File: src/rtl/seq_multiplier_5b.sv
// seq_multiplier_5b: unsigned 5x5 shift-and-add multiplier reusing one 5-bit prefix adder
module prefixadder (
    input  logic [4:0] a,
    input  logic [4:0] b,
    input  logic       cin,
    output logic [4:0] sum,
    output logic       cout
);
    logic [4:0] x, g0, p0, g1, p1, g2, p2, g3, p3, c;
    always_comb begin
        x  = a ^ b;
        g0 = a & b;
        p0 = x;
        g1 = g0 | (p0 & {g0[3:0], 1'b0});
        p1 = p0 & {p0[3:0], 1'b1};
        g2 = g1 | (p1 & {g1[2:0], 2'b0});
        p2 = p1 & {p1[2:0], 2'b11};
        g3 = g2 | (p2 & {g2[0], 4'b0});
        p3 = p2 & {p2[0], 4'b1111};
        c  = g3 | (p3 & {5{cin}});
        sum  = x ^ {c[3:0], cin};
        cout = c[4];
    end
endmodule

module seq_multiplier_5b #(
    parameter int WIDTH = 5
) (
    input  logic                 clk,
    input  logic                 rst,
    input  logic                 start,
    input  logic [WIDTH-1:0]     a,
    input  logic [WIDTH-1:0]     b,
    output logic                 busy,
    output logic                 done,
    output logic [2*WIDTH-1:0]   product
);
    if (WIDTH != 5) begin : g_width_check
        $error("seq_multiplier_5b supports only WIDTH=5");
    end

    typedef enum logic [1:0] {IDLE, RUN, DONE} state_t;

    state_t     state_q, state_d;
    logic [4:0] mcand_q, mcand_d, acc_q, acc_d, mq_q, mq_d, s;
    logic [2:0] cnt_q, cnt_d;
    logic [9:0] product_q, product_d;
    logic       c;

    prefixadder u_add (
        .a    (acc_q),
        .b    (mq_q[0] ? mcand_q : 5'd0),
        .cin  (1'b0),
        .sum  (s),
        .cout (c)
    );

    always_comb begin
        state_d   = state_q;
        mcand_d   = mcand_q;
        acc_d     = acc_q;
        mq_d      = mq_q;
        cnt_d     = cnt_q;
        product_d = product_q;
        if (state_q == RUN) begin
            acc_d = {c, s[4:1]};
            mq_d  = {s[0], mq_q[4:1]};
            cnt_d = (cnt_q == 3'd4) ? 3'd0 : cnt_q + 3'd1;
            if (cnt_q == 3'd4) begin
                product_d = {c, s[4:1], s[0], mq_q[4:1]};
                state_d   = DONE;
            end
        end else if (start) begin
            mcand_d = a;
            mq_d    = b;
            acc_d   = 5'd0;
            cnt_d   = 3'd0;
            state_d = RUN;
        end else begin
            state_d = IDLE;
        end
    end

    always_ff @(posedge clk or posedge rst) begin
        if (rst) begin
            state_q   <= IDLE;
            mcand_q   <= '0;
            acc_q     <= '0;
            mq_q      <= '0;
            cnt_q     <= '0;
            product_q <= '0;
        end else begin
            state_q   <= state_d;
            mcand_q   <= mcand_d;
            acc_q     <= acc_d;
            mq_q      <= mq_d;
            cnt_q     <= cnt_d;
            product_q <= product_d;
        end
    end

    assign busy    = (state_q == RUN);
    assign done    = (state_q == DONE);
    assign product = product_q;
endmodule

File: config.mk
export PLATFORM = sky130hd
export DESIGN_NAME = seq_multiplier_5b
export DESIGN_NICKNAME = d
export VERILOG_FILES = /design/src/rtl/seq_multiplier_5b.sv
export SDC_FILE = /design/constraint.sdc
export NUM_CORES = 1
export LEC_CHECK = 0
export CAP_MARGIN = 25
export CELL_PAD_IN_SITES_DETAIL_PLACEMENT = 0
export CELL_PAD_IN_SITES_GLOBAL_PLACEMENT = 1
export CORE_ASPECT_RATIO = 1.2
export CORE_UTILIZATION = 45
export CTS_BUF_LIST = sky130_fd_sc_hd__clkbuf_8
export DETAILED_ROUTE_END_ITERATION = 8
export GPL_ROUTABILITY_DRIVEN = 1
export MAX_ROUTING_LAYER = met4
export PLACE_DENSITY_LB_ADDON = 0.2
export SLEW_MARGIN = 20
export SYNTH_ARGS = -nofsm -noshare
export SYNTH_HDL_FRONTEND = slang
export SYNTH_SLANG_ARGS = --single-unit
File: constraint.sdc
create_clock -name clk -period 4.45 [get_ports clk]
set_clock_uncertainty 0.2 [all_clocks]
set_input_delay 0.6675 -clock clk [delete_from_list [all_inputs] [get_ports clk]]
set_output_delay 0.6675 -clock clk [all_outputs]
set_load 0.03 [all_outputs]
Yosys cells after proc, flatten, opt, wreduce, memory -nomap -nowiden:

Cells that the tools add are included.

* register bits after elaboration: 30
* input port bits: 13
* output and inout port bits: 12
* logic and storage cells: 37

* $add $sub $neg: 1
* eq/ne operators: 4
* multiplexer cells: 11
* bitwise logic cells: 12
* reduce and logical (&&, ||, !) cells: 3

Operators by type and width (count)
* AND 5 bit: 6
* two-way mux 5 bit: 5
* bitwise OR 5 bit: 3
* bitwise XOR 5 bit: 2
* two-way mux 3 bit: 3
* two-way mux 2 bit: 2
* AND reduction 2 bit: 2
* adder 3 x 1 -> 3 bit, second input constant: 1
* == test 3 bit, second input constant: 1
* == test 2 x 1 -> 1 bit, second input constant: 1
* == test 2 bit, second input constant: 1
* != test 2 x 1 -> 1 bit, second input constant: 1
* nonzero test 2 bit: 1
* two-way mux 1 bit: 1
* inverter 1 bit: 1

Depth between registers and ports, before layout:

Gate-level depths: netlist (run 1).

* word-level depth: 10
* mapped depth: 7
* gate-level depth less buffers: 6

Cells and area by module:

A second synthesis (run 1) with hierarchy kept.

* cell total of the unflattened synthesis: 131
* area total of the unflattened synthesis: 1510.2 um2

By module, submodules not included
* seq_multiplier_5b: instances 1, cells each 107, area an instance 1306.3 um2, sequential area each 750.7 um2
* prefixadder: instances 1, cells each 24, area an instance 203.9 um2, sequential area each 0.0 um2

Worst setup path before layout (run 1):

Ideal clock, no wire load.

* kind: register -> register
* start: reg mq_q[0]
* end: reg acc_q[3]
* setup time: 126 ps
* data arrival time: 1630 ps
* required time: 4124 ps
* path slack: 2494 ps
* cell stages (with the launch flop): 7
* path buffers: 0
* clock period less this slack: 1956 ps
* path through: dfrtp_1 > and2_1 > ha_1 > fa_1 > nand3_1 > a211oi_1 > a311o_1

* word-level cells in the longest chain between the ends: 9
* elaborated cells between the ends (all ways): 13
* classes of those cells: mux: 2; bitwise: 11

Ends and longest elaborated chain
* start, declared: RTL line 45 `logic [4:0] mcand_q, mcand_d, acc_q, acc_d, mq_q, mq_d, s;`
* start signal, assigned: RTL line 96 `mq_q <= mq_d;`
* two-way mux 5 bit (*): RTL line 52 `.b (mq_q[0] ? mcand_q : 5'd0),`
* bitwise XOR 5 bit / AND 5 bit (equally long branches): RTL line 11, 12
* AND 5 bit: RTL line 14 `g1 = g0 | (p0 & {g0[3:0], 1'b0});`
* bitwise OR 5 bit: RTL line 14
* AND 5 bit: RTL line 16 `g2 = g1 | (p1 & {g1[2:0], 2'b0});`
* bitwise OR 5 bit: RTL line 16
* bitwise OR 5 bit: RTL line 18 `g3 = g2 | (p2 & {g2[0], 4'b0});`
* bitwise XOR 5 bit (*): RTL line 21 `sum = x ^ {c[3:0], cin};`
* two-way mux 5 bit (*): RTL line 65 `if (state_q == RUN) begin`
* end signal, assigned: RTL line 88 `acc_q <= '0;`
* end signal, assigned: RTL line 95 `acc_q <= acc_d;`
* end, declared: RTL line 45

Mark *: on every way between the ends. The rest lies on a longest branch, timed or not.
A chain may end at the register's enable or synchronous reset.

Final worst setup path (run 1):

* start: reg state_q[1]
* end: out busy

* word-level cells in the longest chain between the ends: 1

Ends and longest elaborated chain
* start, declared: RTL line 44 `state_t state_q, state_d;`
* start signal, assigned: RTL line 93 `state_q <= state_d;`
* == test 2 x 1 -> 1 bit: RTL line 102 `assign busy = (state_q == RUN);`
* end, declared: RTL line 34 `output logic busy,`

Every way passes these cells.

==> results.tsv, run 1 <==
stage	metric	value	unit
die	fp.dieH	64.00	µm
cts	post_cts_resized	0	
pwr	clkPwrFrac	16.7	%
grt	grt_pass1_vias	1088	
sta	tightest_slew	0.6100	ns
grt	grt-ovfl-total	0	
cts	cts_tree	done	
synthesis	synth_area	1441	µm²
die	fp.dieW	53.67	µm
grt	grt_use_total	20.61	%
sta	finalSetupViolCount	0	
die	die_area	3434	µm²
sta	final.setup.tns	0	ns
detailed_routing	via_count	1062	
pwr	p_leak	0.8638	nW
pwr	netSwitchingPower	0.5195	mW
cts	hold_buffers	0	
finish	final_nets	184	
synthesis	synth_cell_types	32	
pwr	ir_drop	0.0003869	V
worst_hold_path	min_path_type	flip-flop to flip-flop	
cts	cts_num_sinks	30	
placement	gp_congestion	0.8955	
sta	hold_viol	0	
detailed_routing	drt_wl_total	2.825	mm
finish	final_cell_mix	nand2_1 (30), dfrtp_1 (30), clkdlybuf4s50_1 (24)	
detailed_routing	vias_per_cell	5.310	
sta	holdWs	0.2747	ns
finish	utilization	58.68	%
pwr	power_frac_seq	36.4	%
placement	hpwl	2.018	mm
synthesis	yosysWarnings	0	
setup_path	required	3.58	ns
synthesis	yosysSeqAreaShare	52.08	%
die	ios	25	
sta	slew_violations	0	
pwr	p_int	0.7915	mW
die	num_rows	22	
synthesis	ys_ff_latch	30	
pwr	power_density	731.2	nW/µm²
cts	cts_max_level	2	
setup_path	worstPathArrival	1.90	ns
sta	slew-limit-headroom	59.27	%
pwr	combPwrFrac	46.9	%
sta	period_minus_slack	2.771	ns
finish	antennaDiodeCount	0	
cts	clock-root-buffer	clkbuf_8	
finish	drive_gt1_share	10.37	%
detailed_routing	drcViolationCount	0	
die	core	3055	µm²
detailed_routing	postRouteAntennaNets	0	
pwr	finalPower	1.311	mW
detailed_routing	drt-initial-drc-count	33	
grt	grt_max_degree	31	
finish	area_growth_syn_to_layout	24.39	%
sta	period_share	62.28	%
synthesis	netlist_instances	137	
grt	antenna_found_initial	0	
setup_path	crit_type	flip-flop to output pin	
cts	path_clk_slew	0.06	ns
pwr	swShare	39.63	%
placement	port_buffers	24	
run	drv_cap	0	
sta	max_freq	360.8	MHz
synthesis	synth.net_count	158	
setup_path	cp-start-kind	flip-flop	
die	initial_core_util	47.17	%
synthesis	avgSynthCellArea	10.52	µm²
cts	cts_buffer_depth	2	
setup_path	critPathMaxFanout	23	
grt	grt_pass1_wl	4.816	mm
detailed_routing	dr.pass1.iters	4	
cts	numCtsBuffers	5	
setup_path	cp-end-kind	output pin	
cts	post-cts-setup-buffers	0	
cts	insertion_delay	0.28	ns
detailed_routing	wire_per_inst	14.13	µm
status	status	finished, final reports clean	
sta	rsz0062_at_grt	no	
[logic make-up after synthesis]
| kind of cell | share of synthesized area, % |
|---|---|
| AND/OR/NAND/NOR | 17.19 |
| XOR/XNOR | 0.6077 |
| AO/OA/AOI/OAI | 10.59 |
| adder cells (fa/ha/maj) | 7.465 |
| multiplexers | 8.767 |
| flip-flops | 52.08 |
| buffers and inverters | 3.298 |
[power by group through the flow]
stage / Combinational [mW] / Clock, mW / Sequential [mW]
after floorplan: 0.375 / 0 / 0.537
after global placement: 0.601 / 0 / 0.477
after detailed placement: 0.616 / 0 / 0.483
after CTS: 0.621 / 0.228 / 0.478
after global routing: 0.682 / 0.240 / 0.493
final: 0.615 / 0.219 / 0.477
[synthesized netlist by cell type]
library cell	count	area, µm²
fa_1	1	20.02
mux2i_1	7	70.07
or3_4	1	11.26
nand2_1	30	112.6
nand2b_2	1	8.760
a21oi_1	4	20.02
o211ai_1	1	7.510
and2_1	6	37.54
a21o_1	1	7.510
a31o_1	2	17.52
xnor2_1	1	8.760
a22o_1	1	8.760
a211oi_1	1	7.510
and3_4	1	11.26
and4_1	1	8.760
nor2_1	4	15.01
a211o_1	1	8.760
ha_1	7	87.58
a31oi_1	2	12.51
o21ai_0	9	45.04
nand4_1	1	6.260
nand3_1	3	15.01
nand4b_1	1	8.760
and3_1	1	6.260
inv_1	5	18.77
o31ai_1	1	7.510
buf_2	5	25.02
dfrtp_1	30	750.7
mux2_2	5	56.30
inv_2	1	3.750
nor2b_1	1	6.260
a311o_1	1	10.01
[flip-flops by register name (all words and copies together) (netlist names)]
| signal | cells |
|---|---|
| mq_q | 5 |
| state_q | 2 |
| cnt_q | 3 |
| mcand_q | 5 |
| product | 10 |
| acc_q | 5 |
[worst max-delay path, stage by stage, from the launching register on]
cell             delay, ns
dfrtp_1               0.37
nand2b_2              0.23
inv_2                 0.29
clkdlybuf4s50_1       0.74
[metal layers]
layer | vias up | track usage [%] | wire, µm
li1 | 520 | - | -
met1 | 507 | 22.73 | 1249
met2 | 29 | 32.10 | 1403
met3 | 6 | 6.667 | 125
met4 | 0 | 10.86 | 46
met5 | - | - | 0
[through the flow]
stage               instances  setup slack (ns)  cell area (µm²)
finish                    200             1.679             1793
global route              200             1.598             1793
CTS                       200             1.667             1793
detailed placement        192             1.976             1702
global placement          192             1.985             1702
floorplan                 137             2.494             1441
[final timing paths]
kind | slack, ns | endpoint | startpoint | cells past startpoint
worst max-delay path | 1.68 | busy | state_q[1] | 3
worst min-delay path | 0.27 | product[2] | product[2] | 2
worst max register to register | 2.24 | product[8] | cnt_q[0] | 6
worst min register to register | 0.27 | product[2] | product[2] | 2
max in group asynchronous | 3.06 | acc_q[3] | rst | 2
min in group asynchronous | 0.59 | product[3] | rst | 2
[cell type report]
type | count | area (µm²)
timing repair buffer | 24 | 240.2
sequential | 30 | 750.7
clock inverter | 2 | 8.758
tap | 36 | 45.04
inverter | 6 | 22.52
multi-input combinational | 96 | 643.1
clock buffer | 6 | 82.58
fill | 283 | 1262
(Power assumes the default switching activity.)
==> inputs of run 2 (changes only) <==
--- a/config.mk
+++ b/config.mk
@@ -9,7 +9,7 @@
 export CELL_PAD_IN_SITES_DETAIL_PLACEMENT = 0
 export CELL_PAD_IN_SITES_GLOBAL_PLACEMENT = 1
 export CORE_ASPECT_RATIO = 1.2
-export CORE_UTILIZATION = 45
+export CORE_UTILIZATION = 42
 export CTS_BUF_LIST = sky130_fd_sc_hd__clkbuf_8
 export DETAILED_ROUTE_END_ITERATION = 8
 export GPL_ROUTABILITY_DRIVEN = 1
==> constraint.sdc (replaced) <==
create_clock -name clk -period 2.8 [get_ports clk]
set_clock_uncertainty 0.2 [all_clocks]
set_input_delay 0.42 -clock clk [delete_from_list [all_inputs] [get_ports clk]]
set_output_delay 0.42 -clock clk [all_outputs]
set_load 0.03 [all_outputs]
==> results.tsv, run 2 (synthesized netlist as in run 1, its figures left out) <==
stage	metric	value	unit
grt	grt-ovfl-total	0	
sta	slew-limit-headroom	68.69	%
finish	antennaDiodeCount	0	
detailed_routing	drcViolationCount	0	
finish	final_cell_mix	nand2_1 (30), dfrtp_1 (30), clkdlybuf4s50_1 (24)	
finish	multi_input_area	643.1	µm²
cts	cts_num_sinks	30	
cts	post-cts-setup-buffers	0	
detailed_routing	vias_per_cell	5.323	
sta	final.setup.tns	0	ns
cts	numCtsBuffers	5	
die	fp.dieW	55.48	µm
worst_hold_path	min_path_type	flip-flop to flip-flop	
grt	grt_use_total	18.87	%
die	ios	25	
finish	utilization	56.72	%
detailed_routing	postRouteAntennaNets	0	
run	drv_cap	0	
worst_hold_path	hold_path_end	product[5]	
detailed_routing	drt_wl_total	2.818	mm
placement	hpwl	2.029	mm
finish	final_nets	186	
grt	antenna_found_initial	0	
setup_path	reg2reg_depth	6	
sta	tightest_slew	0.4682	ns
finish	largest_register_ffs	10	
sta	slew_violations	0	
finish	drive_gt1_share	10.91	%
setup_path	r2r_start	mq_q[0]	
cts	path_clk_slew	0.06	ns
pwr	power_density	1150	nW/µm²
sta	period_share	90.80	%
cts	cts_tree	done	
die	num_rows	22	
setup_path	reg2reg_to	acc_q[3]	
die	die_area	3671	µm²
cts	post_cts_resized	0	
cts	cts_max_level	2	
die	initial_core_util	45.53	%
placement	port_buffers	24	
setup_path	cp-end-kind	output pin	
pwr	finalPower	2.064	mW
setup_path	crit_type	flip-flop to output pin	
die	fp.dieH	66.17	µm
cts	hold_buffers	0	
grt	grt_pass1_wl	5.023	mm
setup_path	worstPathArrival	1.92	ns
setup_path	reg2reg_setup_slack	0.66	ns
worst_hold_path	hp-start	product[5]	
setup_path	critPathMaxFanout	23	
pwr	p_leak	0.8653	nW
finish	register_area	750.7	µm²
sta	period_minus_slack	2.542	ns
cts	insertion_delay	0.28	ns
pwr	ir_drop	0.0005608	V
grt	grt_max_degree	31	
setup_path	required	2.18	ns
finish	area_growth_syn_to_layout	24.57	%
setup_path	cp-start-kind	flip-flop	
placement	gp_congestion	0.8532	
die	core	3166	µm²
status	status	finished, final reports clean	
detailed_routing	via_count	1070	
sta	finalSetupViolCount	0	
detailed_routing	wire_per_inst	14.02	µm
sta	hold_viol	0	
sta	rsz0062_at_grt	no	
grt	grt_pass1_vias	1147	
cts	clock-root-buffer	clkbuf_8	
detailed_routing	drt-initial-drc-count	20	
finish	nFillCells	300	
sta	max_freq	393.3	MHz
detailed_routing	dr.pass1.iters	4	
cts	cts_buffer_depth	2	
worst_hold_path	hold_path_depth	2	
-- run 2: how the worst max path moves through the flow --
| stage | cells after the start | from | slack [ns] | endpoint |
|---|---|---|---|---|
| detailed placement | 3 | state_q[1] | 0.56 | busy |
| CTS | 3 | state_q[1] | 0.25 | busy |
| global placement | 3 | state_q[1] | 0.58 | busy |
| floorplan | 6 | mq_q[0] | 0.84 | acc_q[3] |
| global route | 3 | state_q[1] | 0.19 | busy |
| finish | 3 | state_q[1] | 0.26 | busy |
-- run 2: worst max-delay path, cell delays in order, from the launching register on --
cell             delay [ns]
dfrtp_1                0.37
nand2b_2               0.23
inv_2                  0.30
clkdlybuf4s50_1        0.74
-- run 2: through the flow --
| step | instances | hold WS (ns) | area, µm² | worst slack [ns] |
|---|---|---|---|---|
| 2_1_floorplan | 137 | 0.2600 | 1441 | 0.8437 |
| 3_3_place_gp | 194 | 0.2591 | 1717 | 0.5806 |
| 3_5_place_dp | 194 | 0.2661 | 1717 | 0.5612 |
| 4_1_cts | 201 | 0.2805 | 1795 | 0.2524 |
| 5_1_grt | 201 | 0.3060 | 1795 | 0.1888 |
| 6_report | 201 | 0.2747 | 1795 | 0.2575 |
-- run 2: report_power, final --
part | switching [mW] | leakage (nW) | internal, mW
Combinational | 0.547 | 0.448 | 0.435
Clock | 0.159 | 0.0438 | 0.166
Sequential | 0.121 | 0.374 | 0.635
-- run 2: area by class of cell --
| class | count | share of cell area (%) |
|---|---|---|
| sequential | 30 | 41.81 |
| multi-input combinational | 96 | 35.82 |
| timing repair buffer | 26 | 14.22 |
| clock buffer | 5 | 3.833 |
| tap | 36 | 2.509 |
| inverter | 6 | 1.254 |
| clock inverter | 2 | 0.5575 |
-- run 2: per-layer routing --
layer / GRT usage [%] / part of all wire, % / up-vias
met5: - / 0 / -
met4: 10.31 / 2.3 / 0
met3: 5.675 / 4.9 / 6
met2: 31.63 / 48 / 24
met1: 20.15 / 45 / 513
li1: - / - / 527
==> inputs of run 3 (changes only) <==
--- a/config.mk
+++ b/config.mk
@@ -12,7 +12,6 @@
 export CORE_UTILIZATION = 42
 export CTS_BUF_LIST = sky130_fd_sc_hd__clkbuf_8
 export DETAILED_ROUTE_END_ITERATION = 8
-export GPL_ROUTABILITY_DRIVEN = 1
 export MAX_ROUTING_LAYER = met4
 export PLACE_DENSITY_LB_ADDON = 0.2
 export SLEW_MARGIN = 20
==> results of run 3 <==
The final DEF is identical to that of run 2; final timing and power are the same.
